===== src/rtl/seg7_scan_ctrl.sv =====
// seg7_scan_ctrl: binary value -> BCD (iterative shift-add-3) -> multiplexed
// active-low 7-segment scan with leading-zero blanking, overflow and error modes.
// Ports: clk, reset (async, active-high), value/load (start conversion),
//   show_error, blank_lz, blink (levels), busy, seg {g..a}, an (active-low).
// Optional macro SEG7_BLINK_EN adds a free-running blink counter gating an.
module seg7_scan_ctrl #(
  parameter int NUM_DIGITS    = 4,
  parameter int VALUE_W       = 14,
  parameter int REFRESH_DIV_W = 16,
  parameter int BLINK_DIV_W   = 24
) (
  input  logic                  clk,
  input  logic                  reset,
  input  logic [VALUE_W-1:0]    value,
  input  logic                  load,
  input  logic                  show_error,
  input  logic                  blank_lz,
  input  logic                  blink,
  output logic                  busy,
  output logic [6:0]            seg,
  output logic [NUM_DIGITS-1:0] an
);

  // VALUE_W*3/10+1 never undercounts decimal digits for widths up to 27.
  localparam int DEC_D = VALUE_W * 3 / 10 + 1;
  localparam int BCD_D = (DEC_D > NUM_DIGITS) ? DEC_D : NUM_DIGITS;
  localparam int BCD_W = 4 * BCD_D;
  localparam int BUF_W = 4 * NUM_DIGITS;
  localparam int IDX_W = $clog2(NUM_DIGITS);
  localparam int CNT_W = $clog2(VALUE_W);

  localparam logic [6:0] SEG_BLANK = 7'b1111111;
  localparam logic [6:0] SEG_DASH  = 7'b0111111;
  localparam logic [6:0] SEG_E     = 7'b0000110;
  localparam logic [6:0] SEG_R     = 7'b0101111;

  function automatic logic [6:0] glyph7(input logic [3:0] d);
    case (d)
      4'd0:    glyph7 = 7'b1000000;
      4'd1:    glyph7 = 7'b1111001;
      4'd2:    glyph7 = 7'b0100100;
      4'd3:    glyph7 = 7'b0110000;
      4'd4:    glyph7 = 7'b0011001;
      4'd5:    glyph7 = 7'b0010010;
      4'd6:    glyph7 = 7'b0000010;
      4'd7:    glyph7 = 7'b1111000;
      4'd8:    glyph7 = 7'b0000000;
      4'd9:    glyph7 = 7'b0010000;
      default: glyph7 = SEG_BLANK;
    endcase
  endfunction

  logic                     busy_q, busy_d;
  logic [CNT_W-1:0]         cnt_q, cnt_d;
  logic [VALUE_W-1:0]       sh_q, sh_d;
  logic [BCD_W-1:0]         bcd_q, bcd_d;
  logic [BUF_W-1:0]         buf_q, buf_d;
  logic                     ovf_q, ovf_d;
  logic [REFRESH_DIV_W-1:0] presc_q, presc_d;
  logic [IDX_W-1:0]         idx_q, idx_d;
  logic [6:0]               seg_q, seg_d;
  logic [NUM_DIGITS-1:0]    an_q, an_d;

  logic [BCD_W-1:0] bcd_adj, bcd_nxt;
  logic             ovf_nxt;
  logic [3:0]       dig;
  logic             lz;

  // One double-dabble step: adjust digits >= 5, then shift in the next bit.
  always_comb begin
    bcd_adj = bcd_q;
    for (int i = 0; i < BCD_D; i++) begin
      if (bcd_q[4*i +: 4] >= 4'd5) begin
        bcd_adj[4*i +: 4] = bcd_q[4*i +: 4] + 4'd3;
      end
    end
    bcd_nxt = {bcd_adj[BCD_W-2:0], sh_q[VALUE_W-1]};
    ovf_nxt = 1'b0;
    for (int i = NUM_DIGITS; i < BCD_D; i++) begin
      if (bcd_nxt[4*i +: 4] != 4'd0) ovf_nxt = 1'b1;
    end
  end

  always_comb begin
    busy_d = busy_q;
    cnt_d  = cnt_q;
    sh_d   = sh_q;
    bcd_d  = bcd_q;
    buf_d  = buf_q;
    ovf_d  = ovf_q;
    if (!busy_q) begin
      if (load) begin
        busy_d = 1'b1;
        sh_d   = value;
        bcd_d  = '0;
        cnt_d  = CNT_W'(VALUE_W - 1);
      end
    end else begin
      sh_d  = {sh_q[VALUE_W-2:0], 1'b0};
      bcd_d = bcd_nxt;
      cnt_d = cnt_q - 1'b1;
      // Last bit: publish the full result in one edge.
      if (cnt_q == '0) begin
        busy_d = 1'b0;
        buf_d  = bcd_nxt[BUF_W-1:0];
        ovf_d  = ovf_nxt;
      end
    end
  end

  always_comb begin
    presc_d = presc_q + 1'b1;
    idx_d   = idx_q;
    if (presc_q == '1) begin
      idx_d = (idx_q == IDX_W'(NUM_DIGITS - 1)) ? '0 : idx_q + 1'b1;
    end
  end

  // Zero digits at or above the current index -> leading zero.
  always_comb begin
    dig = buf_q[4*int'(idx_q) +: 4];
    lz  = 1'b1;
    for (int i = 0; i < NUM_DIGITS; i++) begin
      if (i >= int'(idx_q) && buf_q[4*i +: 4] != 4'd0) lz = 1'b0;
    end
  end

`ifdef SEG7_BLINK_EN
  logic [BLINK_DIV_W-1:0] blk_q, blk_d;

  always_comb blk_d = blk_q + 1'b1;

  always_ff @(posedge clk or posedge reset) begin
    if (reset) blk_q <= '0;
    else       blk_q <= blk_d;
  end
`else
  logic unused_blink;
  assign unused_blink = blink & (BLINK_DIV_W > 0);
`endif

  always_comb begin
    seg_d = glyph7(dig);
    an_d  = ~(NUM_DIGITS'(1) << idx_q);
    if (show_error) begin
      if (int'(idx_q) == NUM_DIGITS - 1) begin
        seg_d = SEG_E;
      end else if (int'(idx_q) == NUM_DIGITS - 2 ||
                   int'(idx_q) == NUM_DIGITS - 3) begin
        seg_d = SEG_R;
      end else begin
        seg_d = SEG_BLANK;
      end
    end else if (ovf_q) begin
      seg_d = SEG_DASH;
    end else if (blank_lz && idx_q != '0 && lz) begin
      seg_d = SEG_BLANK;
    end
`ifdef SEG7_BLINK_EN
    if (blink && blk_q[BLINK_DIV_W-1]) an_d = '1;
`endif
  end

  always_ff @(posedge clk or posedge reset) begin
    if (reset) begin
      busy_q  <= 1'b0;
      cnt_q   <= '0;
      sh_q    <= '0;
      bcd_q   <= '0;
      buf_q   <= '0;
      ovf_q   <= 1'b0;
      presc_q <= '0;
      idx_q   <= '0;
      seg_q   <= SEG_BLANK;
      an_q    <= '1;
    end else begin
      busy_q  <= busy_d;
      cnt_q   <= cnt_d;
      sh_q    <= sh_d;
      bcd_q   <= bcd_d;
      buf_q   <= buf_d;
      ovf_q   <= ovf_d;
      presc_q <= presc_d;
      idx_q   <= idx_d;
      seg_q   <= seg_d;
      an_q    <= an_d;
    end
  end

  assign busy = busy_q;
  assign seg  = seg_q;
  assign an   = an_q;

endmodule


===== config.mk =====
export PLATFORM = sky130hd
export DESIGN_NAME = seg7_scan_ctrl
export DESIGN_NICKNAME = d
export VERILOG_FILES = /design/src/rtl/seg7_scan_ctrl.sv
export SDC_FILE = /design/constraint.sdc
export NUM_CORES = 1
export LEC_CHECK = 0
export CAP_MARGIN = 0
export CORE_UTILIZATION = 25
export CTS_BUF_LIST = sky130_fd_sc_hd__clkbuf_16
export CTS_CLUSTER_SIZE = 10
export DETAILED_ROUTE_END_ITERATION = 8
export PLACE_DENSITY = 0.4
export SLEW_MARGIN = 20
export SYNTH_ARGS = -nofsm -noshare
export SYNTH_HDL_FRONTEND = slang
export SYNTH_SLANG_ARGS = --single-unit
export TNS_END_PERCENT = 20

===== constraint.sdc =====
create_clock -name clk -period 5.05 [get_ports clk]
set_input_delay 1.01 -clock clk [delete_from_list [all_inputs] [get_ports clk]]
set_output_delay 1.01 -clock clk [all_outputs]
set_load 0.01 [all_outputs]

### After elaboration in Yosys (flattened, before gate mapping)

Memory sizes are Yosys's and may differ from the RTL's.
Index checks and enable logic that the tools add are counted.

* memories kept: 1
* memory bits (read-only): 112
* word-level logic and storage cells: 75
* bits of input ports: 20
* bits in registers: 85
* output and inout bits: 12

Memories
* (no name shown): depth 16, width 7, rd ports 1, clocked after memory_dff 0, write ports 0, RTL line 38 `case (d)`

* multiplexer cells: 25
* $lt $le $gt $ge: 8
* reductions and logical operators: 15
* bitwise operators: 1
* equality and inequality tests: 5
* shift operators: 2
* $add $sub $neg: 8

Operator list (count)
* $mux W20: 2
* $mux W7: 5
* $mux W14: 2
* $mux W4: 6
* $ge A4 B3 Y1 const B: 5
* $reduce_bool A4 Y1: 5
* $add A16 B1 Y16 const B: 1
* $add A4 B2 Y4 const B: 4
* $eq A16 B16 Y1 const B: 1
* $shiftx A16 B5 Y4: 1
* $mux W1: 8
* $eq A2 B2 Y1 const B: 3
* $logic_and A1 B1 Y1: 5
* $ge A1 B2 Y1 const A: 2
* $logic_not A4 Y1: 1
* $not A4 Y4: 1
* $reduce_bool A2 Y1: 2
* $shl A1 B2 Y4 const A: 1
* $sub A4 B1 Y4 const B: 1
* $add A3 B2 Y3 const B: 1
* $mux W3: 1
* $add A2 B1 Y2 const B: 1
* $eq A2 B1 Y1 const B: 1
* $ge A2 B2 Y1 const A: 1
* other kinds (3): 3

### Logic depth before layout (Yosys ltp)

Gate-level depths: netlist of the first run.

* depth in word-level cells: 10
* mapped depth: 8
* mapped depth without buffers: 7

### Least setup slack after synthesis of the first run

No wires, ideal clock.

* path type: reg2reg
* start point: register idx_q[0]
* end point: register seg_q[6], in the netlist seg[6]
* cell stages (with the launch flop): 7
* setup time: 83 ps
* path buffers: 1
* clock period less this slack: 2005 ps
* slack: 3045 ps
* arrival time: 1921 ps
* cell sequence: dfrtp_1 buf_6 mux4_2 ha_1 nand2b_1 o221a_1 a221o_1

* cells in the longest elaborated chain, start to end: 10
* elaborated cells between the ends (all ways): 24
* classes of those cells: order compare (3); eq/ne (3); shift (1); mux (9); reduce/logical (7); memory (1)

Ends and longest elaborated chain
* from (decl): RTL line 60 `logic [IDX_W-1:0] idx_q, idx_d;`
* from (signal assigned): RTL line 184 `idx_q <= idx_d;`
* branches (longest 9 deep; another with $mem_v2 Z16 W7)
* $mux W7 *: RTL line 145 `if (show_error) begin`
* named net seg_d[6]: RTL line 61 `logic [6:0] seg_q, seg_d;`
* to (signal assigned): RTL line 185 `seg_q <= seg_d;`
* to (decl): RTL line 61

Mark *: on every way through the listed nets, which the timed path passes.
A chain may end at the register's enable or synchronous reset.

### Worst setup path after layout of the first run

* start point: register busy_q, in the netlist busy
* end point: output port busy

RTL lines
* from (decl): RTL line 53 `logic busy_q, busy_d;`
* from (signal assigned): RTL line 177 `busy_q <= busy_d;`
* to (decl): RTL line 19 `output logic busy,`

No word-level cell between the ends.

==> parameters.txt, run 1 <==
Parameter                              Value

Setup path
  Critical path capture point type ... output port
  Cells along the critical path ... clkdlybuf4s50_1
  CP Data Arrival Time ... 1600 ps
  Max incr delay on CP ... 630 ps
  Crit Path Category ... flip-flop to output port
  Data required, critical path ... 4040 ps
  CP top delay family ... flip-flops
  Critical Path Fanout Max ... 29
  Critical-path cell with the highest stage delay ... dfrtp_2
  Critical path buffer and inverter count ... 1
  Kind of launch point of the worst setup path ... flip-flop

Floorplan
  DIE HEIGHT ... 134 um
  Width of the die ... 134 um
  I/O pin count ... 32
  Total die area ... 17800 um^2
  Floorplan row count ... 47
  Core Box Area ... 16800 um^2
  Initial core utilization ... 25.8%

Yosys
  Top area cells in the synthesized netlist ... dfrtp_1 43%, mux2i_1 8.1%, dfstp_2 6.7%, ha_1 6.7%, o21ai_0 4.2%
  Asr flop ratio synth ... 100%
  Post-Synthesis Mean Instance Area ... 10.7 um^2
  Total nets after synthesis ... 447
  Synthesized flop and latch total ... 85
  Count of mapped cells out of synthesis ... 404
  Count of flip-flops with a built-in enable after synthesis ... 0
  List of most frequent post-synthesis cells ... 74 x dfrtp_1, 42 x nand2_1, 36 x o21ai_0
  Yosys synthesis warning count ... 0
  Sequential share of the synthesized area ... 49.5%
  Count of unique library cells instantiated by Yosys ... 44
  Netlist area before placement ... 4330 um^2
  Area share of the largest cell type after synthesis ... 42.8%
  Biggest area consumer among synthesized cells ... dfrtp_1
  Leading register cell type out of synthesis ... dfrtp_1
  Top-count cell post-synth ... dfrtp_1

Layout
  Fraction of final layout cells sized beyond drive strength 1 ... 9.15%
  Layout Nets ... 475
  Final cell utilization of the core ... 30.6%
  Layout Area Growth over Synthesis ... 18.7%
  Antenna diode instance count ... 0
  Non-filler instance count after layout ... 657
  Fin area ... 5140 um^2

Timing
  Final Critical Period ... 2610 ps
  Worst Max-Slew Pin Slew ... 749 ps
  Final Max Tran Viols ... 0
  Tightest hold margin ... 455 ps
  Final Hold Vio Count ... 0
  Fmax achieved ... 0.383 GHz
  Max Clock Skew ... 8.08 ps
  Setup-failing EPs final ... 0
  Final setup slack of the worst path ... 2440 ps
  Final setup TNS ... 0 ps
  Rel. slew slack ... 49.4%
  Post-route clock period utilization ... 51.7%
  RSZ-0062 raised after global routing ... false

Clock tree
  Clk buf depth ... 2
  Root buf cell ... clkbuf_16
  Resized cells post-CTS ... 0
  Number of buffers created by CTS ... 9
  Post-CTS setup buffers ... 0
  Clk sink count ... 85
  CTS hold repair buffers ... 0
  H-tree lvl count ... 3
  Clock transition time at the flip-flop clock pins of the worst setup and hold paths ... 60 ps
  Clock latency reported for the late side of the worst-skew pair ... 340 ps
  TritonCTS clock tree ... built

Global route
  Pin count of the biggest net entering global routing ... 59
  Global-route wire length before repair ... 14.5 mm
  Leftover overflow at the end of global routing ... 0
  Via count of the first global-routing pass ... 2873
  Total GRT Usage ... 10.4%
  Number of antenna violations at the first check in global routing ... 0

Routing
  Length of the first detailed-routing pass in iterations ... 4
  Drt total wl ... 8.45 mm
  DRC marker count from the first detailed-route iteration ... 137
  Number of remaining DRC errors ... 0
  Vias per Instance ... 4.33
  Antenna-violating nets left ... 0
  Routed wire length per instance ... 12.9 um
  Overall via count from detail_route ... 2844

Pwr
  Maximum ir drop on the vdd rail ... 0.178 mV
  Static Leak ... 2.29 nW
  Power consumption ... 2.64 mW
  P per Cell Area ... 514 nW/um^2

Placement
  GPL Wtd Cong ... 0.743
  Area after detailed placement ... 4850 um^2
  Worst setup slack after placement ... 2410 ps
  Port bufs ... 30
  Cell count after placement ... 641
  HPWL after DPL ... 5.68 mm

Run status
  Status ... complete, no violations

Flow run
  Max cap viols ... 0

Worst hold path
  Path class of the lowest-slack min-delay path ... flip-flop to flip-flop
[layer usage]
metal,GRT usage [%],share of wire [%],up-vias
met1,13.9,51,1362
met4,6.06,2.7,0
met3,2.55,2.4,14
li1,-,-,1441
met2,15.2,44,27
met5,0,0,-
[where the power goes]
group / switching, mW / internal, mW
clock network: 0.260 / 0.376
registers: 0.177 / 0.903
logic: 0.481 / 0.445
[cells in the final DEF (no fill, tap or decap), types with 2 or more instances in the layout]
| cell type | n |
|---|---|
| xor2_1 | 4 |
| and4_1 | 3 |
| clkinv_2 | 2 |
| a31oi_1 | 2 |
| nor2b_1 | 3 |
| mux2_2 | 7 |
| clkdlybuf4s50_1 | 30 |
| and2_1 | 2 |
| xnor2_1 | 16 |
| nand2b_1 | 28 |
| mux2i_1 | 35 |
| ha_1 | 23 |
| buf_4 | 4 |
| o21ai_0 | 36 |
| nand3b_1 | 2 |
| nand4_1 | 3 |
| dfrtp_1 | 73 |
| o31ai_1 | 3 |
| nor3_1 | 4 |
| nor3b_1 | 9 |
| nor2_1 | 10 |
| dfstp_2 | 11 |
| clkinv_1 | 2 |
| clkbuf_16 | 9 |
| inv_1 | 25 |
| nand2_1 | 42 |
| nor4_1 | 3 |
| mux4_2 | 4 |
| a21oi_1 | 18 |
| nand3_1 | 6 |
[registers in the layout, summed over array words and instances, names as in the netlist]
| name | cells |
|---|---|
| cnt_q | 4 |
| bcd_q | 20 |
| buf_q | 16 |
| idx_q | 2 |
| presc_q | 16 |
| busy | 1 |
| sh_q | 14 |
| an | 4 |
| seg | 7 |
| ovf_q | 1 |
[final timing paths]
check                           start  cells past startpoint    endpoint  slack, ps
max in group asynchronous       reset                      3        busy       2900
min reg2reg                presc_q[0]                      1  presc_q[0]        450
min                        presc_q[0]                      1  presc_q[0]        450
max reg2reg                  idx_q[0]                      6      seg[4]       2760
max                              busy                      1        busy       2440
min in group asynchronous       reset                      2  presc_q[4]       1000
[final cells by class]
type,count,area [um^2]
Fill cell,1730,11600
Multi-Input combinational cell,278,2010
Inverter,24,91.3
Tap cell,220,275
Clock inverter,7,58.8
Clock buffer,9,225
Sequential cell,85,2140
Timing Repair Buffer,34,330
[logic make-up after synthesis]
family          count (synthesis)  share of synthesized area [%]
buf+inv                        41                           3.99
fa+ha+maj                      23                           6.65
compound gates                 69                           9.08
mux                            46                           12.0
simple gates                  120                           14.7
flops                          85                           49.5
xor+xnor                       20                           4.05
No activity file was read; power rests on OpenSTA's default activity.
==> inputs of run 2 (changes only) <==
- clock period: 5.05 -> 2.51 ns (I/O delays scaled with it)
==> run 2 against run 1 <==
Clock-buffer cell count did not move. Flip-flop and latch count unchanged. Cell area is 0.66% higher. First-iteration DRC count is 24% lower. Core utilization grew 0.20 points. Via count increased by 1.4%. Sequential power rose by 100%. Worst setup slack got worse by 2000 ps. Die area did not move. Worst hold slack worse by 2.3 ps. Combinational power grew 110%. Largest cell class unchanged. Largest power group unchanged.
==> parameters.txt, run 2 (synthesis gave the netlist of run 1 again) <==
Parameter                              Value

Pwr
  P per Cell Area ... 1020 nW/um^2 (+98%)
  Power consumption ... 5.26 mW (+99%)
  Combinational power share ... 36.3% (+1.2 points)
  Cell internal power dissipation ... 3.38 mW (+96%)
  Switching power ... 1.89 mW (+110%)
  Static Leak ... 2.31 nW (+0.74%)
  Power share of the clock group ... 22.6% (-1.5 points)
  Net switching fraction of the power ... 35.8% (+1.1 points)
  Maximum ir drop on the vdd rail ... 0.364 mV (+100%)
  Register share of total power ... 41.1% (+0.2 points)

Layout
  Layout Nets ... 479 (+0.84%)
  Count of filler cells inserted in the layout ... 1733 (+0.17%)
  Layout Area Growth over Synthesis ... 19.5%
  Register ranked first by flip-flop count ... bcd_q
  Top Registers ... bcd_q x20, buf_q x16, presc_q x16
  Non-filler instance count after layout ... 661 (+0.61%)
  Most used cells in the layout excluding fill and tap cells ... 73 x dfrtp_1, 42 x nand2_1, 36 x o21ai_0, 35 x mux2i_1, 30 x clkdlybuf4s50_1
  Fraction of final layout cells sized beyond drive strength 1 ... 10.2% (+1.1 points)
  Antenna diode instance count ... 0 (unchanged)
  Flip-flop count of the largest register after layout ... 20 (unchanged)
  Most frequent standard cell in the layout excluding fill and tap cells ... dfrtp_1

Clock tree
  H-tree lvl count ... 3 (unchanged)
  Post-CTS setup buffers ... 0 (unchanged)
  Number of buffers created by CTS ... 9 (unchanged)
  Clk buf depth ... 2 (unchanged)
  Clk sink count ... 85 (unchanged)
  TritonCTS clock tree ... built
  Root buf cell ... clkbuf_16
  Clock latency reported for the late side of the worst-skew pair ... 340 ps (about the same)
  CTS hold repair buffers ... 0 (unchanged)
  Resized cells post-CTS ... 0 (unchanged)
  Clock transition time at the flip-flop clock pins of the worst setup and hold paths ... 60 ps (about the same)

Routing
  Routed wire length per instance ... 13.2 um (+2.6%)
  Length of the first detailed-routing pass in iterations ... 4 (unchanged)
  Drt total wl ... 8.73 mm (+3.2%)
  Vias per Instance ... 4.36 (+0.83%)
  DRC marker count from the first detailed-route iteration ... 104 (-24%)
  Overall via count from detail_route ... 2885 (+1.4%)
  Number of remaining DRC errors ... 0 (unchanged)
  Antenna-violating nets left ... 0 (unchanged)

Global route
  Number of antenna violations at the first check in global routing ... 0 (unchanged)
  Leftover overflow at the end of global routing ... 0 (unchanged)
  Via count of the first global-routing pass ... 3050 (+6.2%)
  Pin count of the biggest net entering global routing ... 48 (-19%)
  Total GRT Usage ... 11.0% (+0.59 points)
  Global-route wire length before repair ... 15.4 mm (+6.4%)

Floorplan
  Total die area ... 17800 um^2 (unchanged)
  Width of the die ... 134 um (unchanged)
  I/O pin count ... 32 (unchanged)
  Floorplan row count ... 47 (unchanged)
  Core Box Area ... 16800 um^2 (unchanged)
  DIE HEIGHT ... 134 um (unchanged)
  Initial core utilization ... 25.8% (unchanged)

Placement
  GPL Wtd Cong ... 0.727 (-2.1%)
  Port bufs ... 30 (unchanged)
  Cell count after placement ... 645 (+0.62%)
  HPWL after DPL ... 6.05 mm (+6.6%)

Setup path
  CP Data Arrival Time ... 2310 ps (+710 ps)
  Data required, critical path ... 2780 ps (-1260 ps)
  Critical Path Fanout Max ... 4 (-86%)
  Kind of launch point of the worst setup path ... flip-flop
  Crit Path Category ... flip-flop to flip-flop
  Critical path capture point type ... flip-flop

Timing
  Final Max Tran Viols ... 0 (unchanged)
  Final Hold Vio Count ... 0 (unchanged)
  Final setup TNS ... 0 ps (unchanged)
  Max Clock Skew ... 5.72 ps (-2.37 ps)
  Fmax achieved ... 0.489 GHz
  Setup-failing EPs final ... 0 (unchanged)
  Post-route clock period utilization ... 81.4%
  RSZ-0062 raised after global routing ... false
  Rel. slew slack ... 56.2% (+6.8 points)
  Worst Max-Slew Pin Slew ... 652 ps (-96.7 ps)
  Final Critical Period ... 2040 ps

Worst hold path
  Path class of the lowest-slack min-delay path ... flip-flop to flip-flop

Run status
  Status ... complete, no violations

Flow run
  Max cap viols ... 0 (unchanged)
==> run 2: per-layer routing <==
layer	routed length [um]	global-route usage, %
met1	4420	14.7
met2	3920	16.8
met3	194	1.83
met4	195	6.25
met5	0	0
==> run 2: cell type report <==
cell class	instances	area [um^2]	area share, %
sequential	85	2140	41.4
multi-input combinational	278	2010	38.9
timing repair buffer	38	385	7.45
tap	220	275	5.32
clock buffer	9	225	4.36
inverter	24	93.8	1.82
clock inverter	7	35.0	0.678
==> run 2: power by group through the flow <==
stage               clock (mW)  sequential, mW  combinational [mW]
floorplan                    0            2.08                1.47
global placement             0            2.18                1.89
detailed placement           0            2.20                1.93
CTS                       1.25            2.18                1.94
global route              1.31            2.24                2.20
finish                    1.19            2.16                1.91
==> run 2: metrics by stage <==
| stage | instance area (um^2) | utilization [%] | hold slack (ps) | setup WS (ps) |
|---|---|---|---|---|
| floorplan | 4330 | - | 421 | 505 |
| global placement | 4910 | 29.3 | 446 | 476 |
| detailed placement | 4910 | 29.3 | 449 | 466 |
| CTS | 5170 | 30.8 | 461 | 445 |
| global route | 5170 | 30.8 | 495 | 365 |
| finish | 5170 | 30.8 | 453 | 467 |
==> run 2: worst max-delay path, stage by stage, from the launching register on <==
cell and delay, ps:
dfrtp_1 450, mux4_2 580, inv_1 120, ha_1 200, nor3_1 70, o41a_1 420, a2bb2oi_1 140
==> run 2: final timing paths <==
check	startpoint	to	slack, ps	cells past startpoint
max in group asynchronous	reset	seg[1]	1330	3
min in group asynchronous	reset	cnt_q[0]	530	2
min	presc_q[0]	presc_q[0]	450	1
min reg2reg	presc_q[0]	presc_q[0]	450	1
max	idx_q[0]	seg[4]	470	6
max reg2reg	idx_q[0]	seg[4]	470	6
